===== config.mk =====
export PLATFORM = sky130hd
export DESIGN_NAME = ofdm_frame_extractor
export DESIGN_NICKNAME = d
export VERILOG_FILES = /design/src/rtl/ofdm_frame_extractor.sv
export SDC_FILE = /design/constraint.sdc
export NUM_CORES = 1
export LEC_CHECK = 0
export CAP_MARGIN = 20
export CORE_MARGIN = 2
export CORE_UTILIZATION = 49
export CTS_CLUSTER_SIZE = 8
export DETAILED_ROUTE_END_ITERATION = 8
export PLACE_DENSITY = 0.95
export SYNTH_ARGS = -nofsm -noshare
export SYNTH_HDL_FRONTEND = slang
export SYNTH_SLANG_ARGS = --single-unit

===== constraint.sdc =====
create_clock -name clk -period 7.04 [get_ports clk]
set_input_delay 1.408 -clock clk [delete_from_list [all_inputs] [get_ports clk]]
set_output_delay 1.408 -clock clk [all_outputs]
set_load 0.005 [all_outputs]

===== src/rtl/ofdm_frame_extractor.sv =====
// OFDM frame extractor between packet detection and the FFT: after a detector tlast it drops
// the gap, passes long-preamble symbols, strips each cyclic prefix and passes N data symbols.
module ofdm_frame_extractor #(
  parameter int WIDTH             = 32,
  parameter int MAX_SYMBOL_LEN    = 256,
  parameter int MAX_CP_LEN        = 64,
  parameter int MAX_GAP           = 255,
  parameter int MAX_PREAMBLE_SYMS = 4,
  parameter int MAX_NUM_SYMBOLS   = 256,
  localparam int GAP_W = $clog2(MAX_GAP + 1),
  localparam int PRE_W = $clog2(MAX_PREAMBLE_SYMS + 1),
  localparam int CP_W  = $clog2(MAX_CP_LEN + 1),
  localparam int SYM_W = $clog2(MAX_SYMBOL_LEN + 1),
  localparam int NUM_W = $clog2(MAX_NUM_SYMBOLS + 1)
) (
  input  logic             clk,
  input  logic             reset,
  input  logic [GAP_W-1:0] cfg_gap,
  input  logic [PRE_W-1:0] cfg_preamble_syms,
  input  logic [CP_W-1:0]  cfg_cp_len,
  input  logic [SYM_W-1:0] cfg_sym_len,
  input  logic [NUM_W-1:0] num_symbols,
  input  logic             num_symbols_valid,
  input  logic             abort,
  input  logic [WIDTH-1:0] i_tdata,
  input  logic             i_tlast,
  input  logic             i_tvalid,
  output logic             i_tready,
  output logic [WIDTH-1:0] o_tdata,
  output logic             o_tlast,
  output logic             o_tvalid,
  input  logic             o_tready,
  output logic             o_sof,
  output logic             o_eof,
  output logic             o_is_preamble,
  output logic [NUM_W-1:0] o_sym_idx,
  output logic             o_frame_active
);

  localparam int CNT_W0 = (GAP_W > CP_W) ? GAP_W : CP_W;
  localparam int CNT_W  = (CNT_W0 > SYM_W) ? CNT_W0 : SYM_W;
  localparam int IW     = ((NUM_W > PRE_W) ? NUM_W : PRE_W) + 1;

  localparam logic [2:0] S_IDLE = 3'd0;
  localparam logic [2:0] S_GAP  = 3'd1;
  localparam logic [2:0] S_PRE  = 3'd2;
  localparam logic [2:0] S_CP   = 3'd3;
  localparam logic [2:0] S_SYM  = 3'd4;

  logic [2:0]       state_q, state_d;
  logic [CNT_W-1:0] cnt_q, cnt_d;
  logic [NUM_W-1:0] sym_idx_q, sym_idx_d;
  logic [GAP_W-1:0] gap_q, gap_d;
  logic [PRE_W-1:0] pre_q, pre_d;
  logic [CP_W-1:0]  cp_q, cp_d;
  logic [SYM_W-1:0] sym_len_q, sym_len_d;
  logic [NUM_W-1:0] num_q, num_d;
  logic             num_vld_q, num_vld_d;
  logic             sof_pend_q, sof_pend_d;

  logic             pass_st, beat;
  logic [CNT_W-1:0] cnt_inc;
  logic             gap_done, cp_done, sym_last, pre_done, frame_done;
  logic [NUM_W:0]   target;
  logic [NUM_W-1:0] num_clamped;
  logic [2:0]       after_pre, after_gap, cfg_after_pre, cfg_after_gap, cfg_first;

  assign pass_st = (state_q == S_PRE) || (state_q == S_SYM);
  assign i_tready = pass_st ? o_tready : 1'b1;
  assign beat     = i_tvalid & i_tready;

  assign cnt_inc    = cnt_q + CNT_W'(1);
  assign gap_done   = cnt_inc == CNT_W'(gap_q);
  assign cp_done    = cnt_inc == CNT_W'(cp_q);
  assign sym_last   = cnt_inc == CNT_W'(sym_len_q);
  assign pre_done   = (IW'(sym_idx_q) + IW'(1)) == IW'(pre_q);
  assign target     = num_vld_q ? {1'b0, num_q} : (NUM_W + 1)'(MAX_NUM_SYMBOLS);
  assign frame_done = ({1'b0, sym_idx_q} + (NUM_W + 1)'(1)) >= target;

  assign num_clamped = (num_symbols == '0) ? NUM_W'(1) :
                       (num_symbols > NUM_W'(MAX_NUM_SYMBOLS)) ? NUM_W'(MAX_NUM_SYMBOLS) :
                       num_symbols;

  // Skip empty phases so the frame jumps straight to the first non-empty one.
  assign after_pre     = (cp_q != '0) ? S_CP : S_SYM;
  assign after_gap     = (pre_q != '0) ? S_PRE : after_pre;
  assign cfg_after_pre = (cfg_cp_len != '0) ? S_CP : S_SYM;
  assign cfg_after_gap = (cfg_preamble_syms != '0) ? S_PRE : cfg_after_pre;
  assign cfg_first     = (cfg_gap != '0) ? S_GAP : cfg_after_gap;

  assign o_tdata        = i_tdata;
  assign o_tvalid       = pass_st & i_tvalid;
  assign o_tlast        = pass_st & sym_last;
  assign o_sof          = pass_st & sof_pend_q;
  assign o_eof          = (state_q == S_SYM) & sym_last & frame_done & ~abort;
  assign o_is_preamble  = (state_q == S_PRE);
  assign o_sym_idx      = sym_idx_q;
  assign o_frame_active = (state_q != S_IDLE);

  always_comb begin
    state_d    = state_q;
    cnt_d      = cnt_q;
    sym_idx_d  = sym_idx_q;
    gap_d      = gap_q;
    pre_d      = pre_q;
    cp_d       = cp_q;
    sym_len_d  = sym_len_q;
    num_d      = num_q;
    num_vld_d  = num_vld_q;
    sof_pend_d = sof_pend_q;

    if (state_q != S_IDLE && num_symbols_valid && !num_vld_q) begin
      num_vld_d = 1'b1;
      num_d     = num_clamped;
    end

    case (state_q)
      S_IDLE: if (beat && i_tlast) begin
        gap_d      = cfg_gap;
        pre_d      = cfg_preamble_syms;
        cp_d       = cfg_cp_len;
        sym_len_d  = (cfg_sym_len == '0) ? SYM_W'(1) : cfg_sym_len;
        num_vld_d  = 1'b0;
        cnt_d      = '0;
        sym_idx_d  = '0;
        sof_pend_d = 1'b1;
        state_d    = cfg_first;
      end
      S_GAP: if (beat) begin
        cnt_d = gap_done ? '0 : cnt_inc;
        if (gap_done) state_d = after_gap;
      end
      S_PRE: if (beat) begin
        sof_pend_d = 1'b0;
        cnt_d      = sym_last ? '0 : cnt_inc;
        if (sym_last) begin
          sym_idx_d = pre_done ? '0 : sym_idx_q + NUM_W'(1);
          if (pre_done) state_d = after_pre;
        end
      end
      S_CP: if (beat) begin
        cnt_d = cp_done ? '0 : cnt_inc;
        if (cp_done) state_d = S_SYM;
      end
      S_SYM: if (beat) begin
        sof_pend_d = 1'b0;
        cnt_d      = sym_last ? '0 : cnt_inc;
        if (sym_last) begin
          if (frame_done) begin
            state_d = S_IDLE;
          end else begin
            sym_idx_d = sym_idx_q + NUM_W'(1);
            state_d   = (cp_q != '0) ? S_CP : S_SYM;
          end
        end
      end
      default: state_d = S_IDLE;
    endcase

    // Abort wins over every transition; the beat of this cycle has already been handled above.
    if (abort) begin
      state_d    = S_IDLE;
      cnt_d      = '0;
      sym_idx_d  = '0;
      sof_pend_d = 1'b0;
    end
  end

  always_ff @(posedge clk) begin
    if (reset) begin
      state_q    <= S_IDLE;
      cnt_q      <= '0;
      sym_idx_q  <= '0;
      gap_q      <= '0;
      pre_q      <= '0;
      cp_q       <= '0;
      sym_len_q  <= '0;
      num_q      <= '0;
      num_vld_q  <= 1'b0;
      sof_pend_q <= 1'b0;
    end else begin
      state_q    <= state_d;
      cnt_q      <= cnt_d;
      sym_idx_q  <= sym_idx_d;
      gap_q      <= gap_d;
      pre_q      <= pre_d;
      cp_q       <= cp_d;
      sym_len_q  <= sym_len_d;
      num_q      <= num_d;
      num_vld_q  <= num_vld_d;
      sof_pend_q <= sof_pend_d;
    end
  end

endmodule


==> metrics.cfg, run 1 <==
[synth]
yosys_warnings=0
synth_top_flop_cell=dfxtp_1
ys_seq_area_frac=0.300
syn-cell-area_um2=3940
synth_cell_type_count=56
ys_ff_latch=59
async_reset_ff_frac=0
syn_inst=518
synth.avg_cell_area_um2=7.61
yosysTopAreaCell=dfxtp_1
synth_edf_count=0
yosysTopAreaCellShare=0.300
syn_nets=604
synth_area_leaders=dfxtp_1 30%, nand2_1 7.7%, buf_4 6.7%

[detailed_routing]
drt-total-wl_mm=9.90
drtIter0Drc=353
route.vias.total=3692
first_pass_iters=5
viasPerCell=5.80
routedWlPerCell_um=15.5
detail-route-antenna-nets=0
drc_errors=0

[setup_path]
worstPathCellList=ha_1 -> nand2_1 -> nor2_1 -> xnor2_1 -> o22ai_1 -> or4_1 -> nor3_1 -> clkdlybuf4s50_1
slowest_delay_ps=650
crit_fanout=8
required_ps=5630
crit_arrival_ps=3430
cp-start-kind=flip-flop
criticalPathCategory=flip-flop to primary output
worstSetupEndpointType=primary output
slowest_stage=or4_1

[placement]
gp_congestion=0.961
place.port_buffers=58
hpwl_mm=7.33

[clock_network]
cts_resized=0
clk_latency_ps=350
htreeDepth=3
cts_root_buffer=clkbuf_8
hold_buffers=0
clock_path_buffers=2
clock-sinks=59
cts_tree=built
path_clk_slew_ps=60
cts_buffers=9
post_cts_buffers=0

[sta]
post-route-period-util=0.687
report.final.slew_viol_count=0
clock_skew_ps=10.4
setup_viol=0
tightest_slew_ps=1050
fin_tns_setup_ps=0
rsz0062_at_grt=no
relSlewSlack=0.299
finalHoldViolations=0
layout_min_cycle_time_ps=4840
max_freq_mhz=207

[grt]
grt_max_degree=40
grt_overflow_total=0
grt_pass1_vias=3417
antenna_found_initial=0
grt_pass1_wl_mm=16.2
grtUsageTotal=0.231

[floorplan]
core_area_um2=7770
die_w_um=93.7
rows=32
fp.dieH_um=93.7
die-area_um2=8770
io-pin-count=123
initial_utilization=0.507

[power_and_ir_drop]
switching_power_mw=0.210
irDropWorstVdd_v=0.000134
seqPwrFrac=0.462
pwr_density_cell_nw_per_um2=170
power_frac_comb=0.137
switching_share=0.273
p_int_mw=0.558
leakagePower_nw=1.60
clkPwrFrac=0.401
finalPower_mw=0.768

[layout]
nFillCells=655
drive_gt1_frac=0.0542
multi_input_area_um2=2350
seq_area_um2=1180
diodes=0
nets=616
syn_to_final_growth_pct=14.3

[flow_run]
drv_cap=0

[run_status]
status=finished, final reports clean

[min_path]
min_path_type=flip-flop to flip-flop

-- per-layer routing --
layer	vias up	global-route usage	wire length (um)
met5	-	0	0
met4	0	0.0954	223
met3	22	0.0409	815
met2	172	0.367	4540
met1	1702	0.310	4330
li1	1796	-	-
-- per-stage QoR --
| step | hold slack (ps) | setup slack [ps] | utilization | instances | area [um^2] |
|---|---|---|---|---|---|
| floorplan | 437 | 3460 | - | 518 | 3940 |
| global route | 486 | 1930 | 0.580 | 637 | 4500 |
| CTS | 474 | 2200 | 0.578 | 636 | 4490 |
| global placement | 457 | 2690 | 0.553 | 620 | 4300 |
| finish | 471 | 2200 | 0.580 | 637 | 4500 |
| detailed placement | 465 | 2590 | 0.553 | 620 | 4300 |
-- power groups by stage --
stage	sequential, mW	combinational (mW)	clock [mW]
after floorplan	0.357	0.0759	0
after global placement	0.361	0.0992	0
after detailed placement	0.362	0.101	0
after CTS	0.355	0.103	0.309
after global routing	0.356	0.115	0.326
final	0.355	0.105	0.307
-- worst max-delay path: cells and delay by family, from the launching register on --
kind / cells / cell delay (ps)
AO/OA/AOI/OAI: 1 / 110
buffers and inverters: 1 / 530
XOR/XNOR: 1 / 240
adder cells (fa/ha/maj): 1 / 350
AND/OR/NAND/NOR: 4 / 1340
flip-flops: 1 / 520
-- flip-flops by register name (all words and copies together) (netlist names) --
register and count:
o_sym_idx 9, cp_q 7, pre_q 3, num_vld_q 1, sym_len_q 9, num_q 9
cnt_q 9, sof_pend_q 1, gap_q 8, state_q 3
-- Yosys cell counts (6+ instances only) --
cell type	number
nand2_1	81
dfxtp_1	59
a21oi_1	49
nor2_1	45
buf_4	35
xnor2_1	22
clkbuf_1	20
nand3_1	18
xor2_1	18
o21ai_0	15
ha_1	11
inv_1	11
nor3_1	11
nor4_1	11
nor3b_1	10
nand2b_1	9
and2_1	6
nand4_1	6
-- final timing paths --
path / startpoint / end / slack, ps / depth (start not counted)
worst min-delay path: gap_q[2] / gap_q[2] / 470 / 2
worst max register to register: cnt_q[0] / cnt_q[5] / 3480 / 9
worst max-delay path: cnt_q[0] / o_eof / 2200 / 8
worst min register to register: gap_q[2] / gap_q[2] / 470 / 2
-- kinds of logic after synthesis --
group / synth area share
compound gates: 0.164
xor+xnor: 0.104
fa+ha+maj: 0.0349
buf+inv: 0.104
flops: 0.300
mux: 0.0241
simple gates: 0.269
-- cell type report --
type | instances | share of cell area
repair buffers | 61 | 0.136
well taps | 102 | 0.0283
clock buffers | 10 | 0.0283
multi-input cells | 388 | 0.522
clock inverters | 6 | 0.0147
flip-flops and latches | 59 | 0.262
inverters | 11 | 0.00917
-- cells in the final DEF (no fill, tap or decap), types with 4 or more instances in the layout --
cell / n
nand2_1: 81
dfxtp_1: 59
clkdlybuf4s50_1: 58
a21oi_1: 49
nor2_1: 45
xnor2_1: 22
xor2_1: 18
nand3_1: 18
o21ai_0: 15
inv_1: 11
nor4_1: 11
nor3_1: 11
ha_1: 11
nor3b_1: 10
nand2b_1: 9
clkbuf_8: 9
nand4_1: 6
and2_1: 6
nor2b_1: 5
and3_1: 5
o21a_1: 5
mux2i_1: 5
a211oi_1: 4
nand3b_1: 4
mux2_2: 4
(Power assumes the default switching activity.)
==> run 2: changes to the inputs <==
CORE_UTILIZATION = 43   (was 49)
PLACE_DENSITY = 0.9   (was 0.95)
clock period = 4.4 ns   (was 7.04 ns; I/O delays follow)
==> run 2 against run 1 <==
The run now ends with design-rule violations left. Sequential power rose by 60%. Power up 66%. Sequential cell count unchanged. Critical path depth is the same. Register-to-register slack got worse by 2500 ps. Clock-buffer cell count down 1. First-iteration DRC count increased by 10%. Final cell count is 0.94% higher. Die area increased by 13%. Combinational power up 58%. Clock power is 77% higher. Design area rose by 0.78%. Critical endpoint unchanged. Largest cell class unchanged.
==> metrics.cfg, run 2 (synthesis gave the netlist of run 1 again) <==
[layout]
fin_util=0.515  ; was 0.580
drive_gt1_frac=0.0636  ; was 0.0542
stdcell_count=643  ; was 637
diodes=0  ; unchanged
layout_common_cells=81 x nand2_1, 58 x dfxtp_1, 58 x clkdlybuf4s50_1  ; was 81 x nand2_1, 59 x dfxtp_1, 58 x clkdlybuf4s50_1
syn_to_final_growth_pct=15.2  ; was 14.3%
nFillCells=813  ; was 655
layout_commonest_cell=nand2_1  ; unchanged
nets=616  ; unchanged

[setup_path]
critPathBufInv=1  ; unchanged
required_ps=3520  ; was 5630 ps
crit_arrival_ps=3230  ; was 3430 ps
startpoint=cnt_q[0]  ; unchanged
criticalPathCategory=flip-flop to primary output  ; unchanged
cp_top_family=simple AND/OR/NAND/NOR gates  ; unchanged
cp-start-kind=flip-flop  ; unchanged
worstPathCellList=ha_2 -> nand2_1 -> nor2_2 -> xnor2_1 -> o22ai_1 -> or4_1 -> nor3_1 -> clkdlybuf4s50_1  ; was ha_1 -> nand2_1 -> nor2_1 -> xnor2_1 -> o22ai_1 -> or4_1 -> nor3_1 -> clkdlybuf4s50_1
worstSetupEndpointType=primary output  ; unchanged
r2r-start=o_sym_idx[0]  ; was cnt_q[0]
crit_cells=8  ; unchanged
slowest_delay_ps=680  ; was 650 ps
slowest_stage=or4_1  ; unchanged
reg2reg_setup_slack_ps=1010  ; was 3480 ps
crit_fanout=8  ; unchanged
reg2reg_depth=13  ; was 9
rr_endpoint=o_sym_idx[4]  ; was cnt_q[5]
cp-endpoint=o_eof  ; unchanged

[grt]
grtUsageMet2=0.349  ; was 0.367
grtUsageTotal=0.208  ; was 0.231
grt_pass1_wl_mm=16.8  ; was 16.2 mm
use_met3=0.0464  ; was 0.0409
busiest_layer=met2  ; unchanged
antenna_found_initial=0  ; unchanged
use_met1=0.261  ; was 0.310
grt_max_degree=40  ; unchanged
grt_overflow_total=0  ; unchanged
grt_pass1_vias=3602  ; was 3,417

[sta]
relSlewSlack=0.328  ; was 0.299
layout_min_cycle_time_ps=4110
post-route-period-util=0.935
hold-worst-slack_ps=459  ; was 471 ps
rsz0062_at_grt=no  ; unchanged
setup_viol=0  ; unchanged
tightest_slew_ps=1010  ; was 1050 ps
report.final.slew_viol_count=0  ; unchanged
finalHoldViolations=0  ; unchanged
max_freq_mhz=243
clock_skew_ps=6.02  ; was 10.4 ps
fin_tns_setup_ps=0  ; unchanged

[clock_network]
post_cts_buffers=0  ; unchanged
clk_latency_ps=340  ; was 350 ps
htreeDepth=3  ; unchanged
cts_root_buffer=clkbuf_8  ; unchanged
hold_buffers=0  ; unchanged
cts_buffers=9  ; unchanged
cts_tree=built  ; unchanged
path_clk_slew_ps=70  ; was 60 ps
clock_path_buffers=2  ; unchanged
clock-sinks=59  ; unchanged

[power_and_ir_drop]
irDropWorstVdd_v=0.000153  ; was 0.000134 V
pwr_density_cell_nw_per_um2=281  ; was 170 nW/um^2
leakagePower_nw=1.61  ; was 1.60 nW
switching_power_mw=0.330  ; was 0.210 mW
switching_share=0.259  ; was 0.273
power_frac_comb=0.130  ; was 0.137
seqPwrFrac=0.445  ; was 0.462
p_int_mw=0.947  ; was 0.558 mW
clkPwrFrac=0.425  ; was 0.401

[floorplan]
die_w_um=99.7  ; was 93.7 um
io-pin-count=123  ; unchanged
fp.dieH_um=99.7  ; was 93.7 um
initial_utilization=0.447  ; was 0.507
die-area_um2=9940  ; was 8770 um^2
core_area_um2=8810  ; was 7770 um^2
rows=34  ; was 32

[detailed_routing]
viasPerCell=5.74  ; was 5.80
route.vias.total=3694  ; was 3,692
drt-total-wl_mm=10.1  ; was 9.90 mm
drc_errors=1  ; was 0
first_pass_iters=7  ; was 5
drtIter0Drc=390  ; was 353
routedWlPerCell_um=15.7  ; was 15.5 um
detail-route-antenna-nets=0  ; unchanged

[run_status]
status=finished with violations  ; was finished, final reports clean
violations=design-rule violations

[placement]
gp_congestion=0.975  ; was 0.961
hpwl_mm=7.62  ; was 7.33 mm
place.port_buffers=58  ; unchanged
dpl.cell_count=627  ; was 620

[min_path]
min_path_type=flip-flop to flip-flop  ; unchanged
min-delay-start=gap_q[5]  ; was gap_q[2]

[flow_run]
drv_cap=0  ; unchanged

run 2: cell count changes in the layout (fill, tap and decap cells not counted), sizes merged:
cell | before | now
bufinv | 1 | 2
clkbuf | 10 | 9
run 2: per-layer routing:
layer	routed length [um]	vias to the layer above	share of wire
li1	-	1786	-
met1	4320	1709	0.43
met2	4840	174	0.48
met3	731	25	0.072
met4	195	0	0.019
met5	0	-	0
run 2: how the worst min path moves through the flow:
stage / slack, ps / endpoint / cells past startpoint
after CTS: 460 / gap_q[5] / 2
after global routing: 490 / gap_q[5] / 2
after floorplan: 440 / gap_q[5] / 2
after detailed placement: 450 / gap_q[5] / 2
final: 460 / gap_q[5] / 2
after global placement: 450 / gap_q[5] / 2
run 2: layout make-up:
class	instances	area, um^2	area share
Timing Repair Buffer	61	603	0.133
Sequential cell	59	1180	0.260
Tap cell	108	135	0.0298
Clock buffer	9	124	0.0273
Inverter	11	41.3	0.00910
Multi-Input combinational cell	388	2360	0.520
Clock inverter	7	92.6	0.0204
run 2: repair_timing:
action | in CTS | in global routing
endpoints found under the setup margin | 0 | 2
resized for setup | 0 | 4
endpoints found under the hold margin | 0 | 0
run 2: worst reg2reg max path: stages, from the launching register on:
cell and delay, ps:
dfxtp_1 480, nand4_1 240, nor4_2 280, xnor2_1 210
inv_1 80, ha_1 210, a211o_1 280, a21oi_1 120
o211ai_1 100, a21bo_2 250, a222oi_1 320, buf_4 270
mux2_2 350, nor2_1 110
run 2: power groups by stage:
| stage | registers [mW] | clock network (mW) | logic [mW] |
|---|---|---|---|
| finish | 0.568 | 0.543 | 0.166 |
| detailed placement | 0.580 | 0 | 0.164 |
| global route | 0.570 | 0.572 | 0.182 |
| CTS | 0.568 | 0.548 | 0.165 |
| global placement | 0.578 | 0 | 0.159 |
| floorplan | 0.572 | 0 | 0.121 |
run 2: metrics by stage:
| stage | instance area (um^2) | power, mW | worst slack [ps] |
|---|---|---|---|
| detailed placement | 4310 | 0.743 | 418 |
| CTS | 4530 | 1.28 | 32.0 |
| global route | 4540 | 1.32 | 70.2 |
| global placement | 4310 | 0.737 | 550 |
| floorplan | 3940 | 0.693 | 1270 |
| finish | 4540 | 1.28 | 286 |
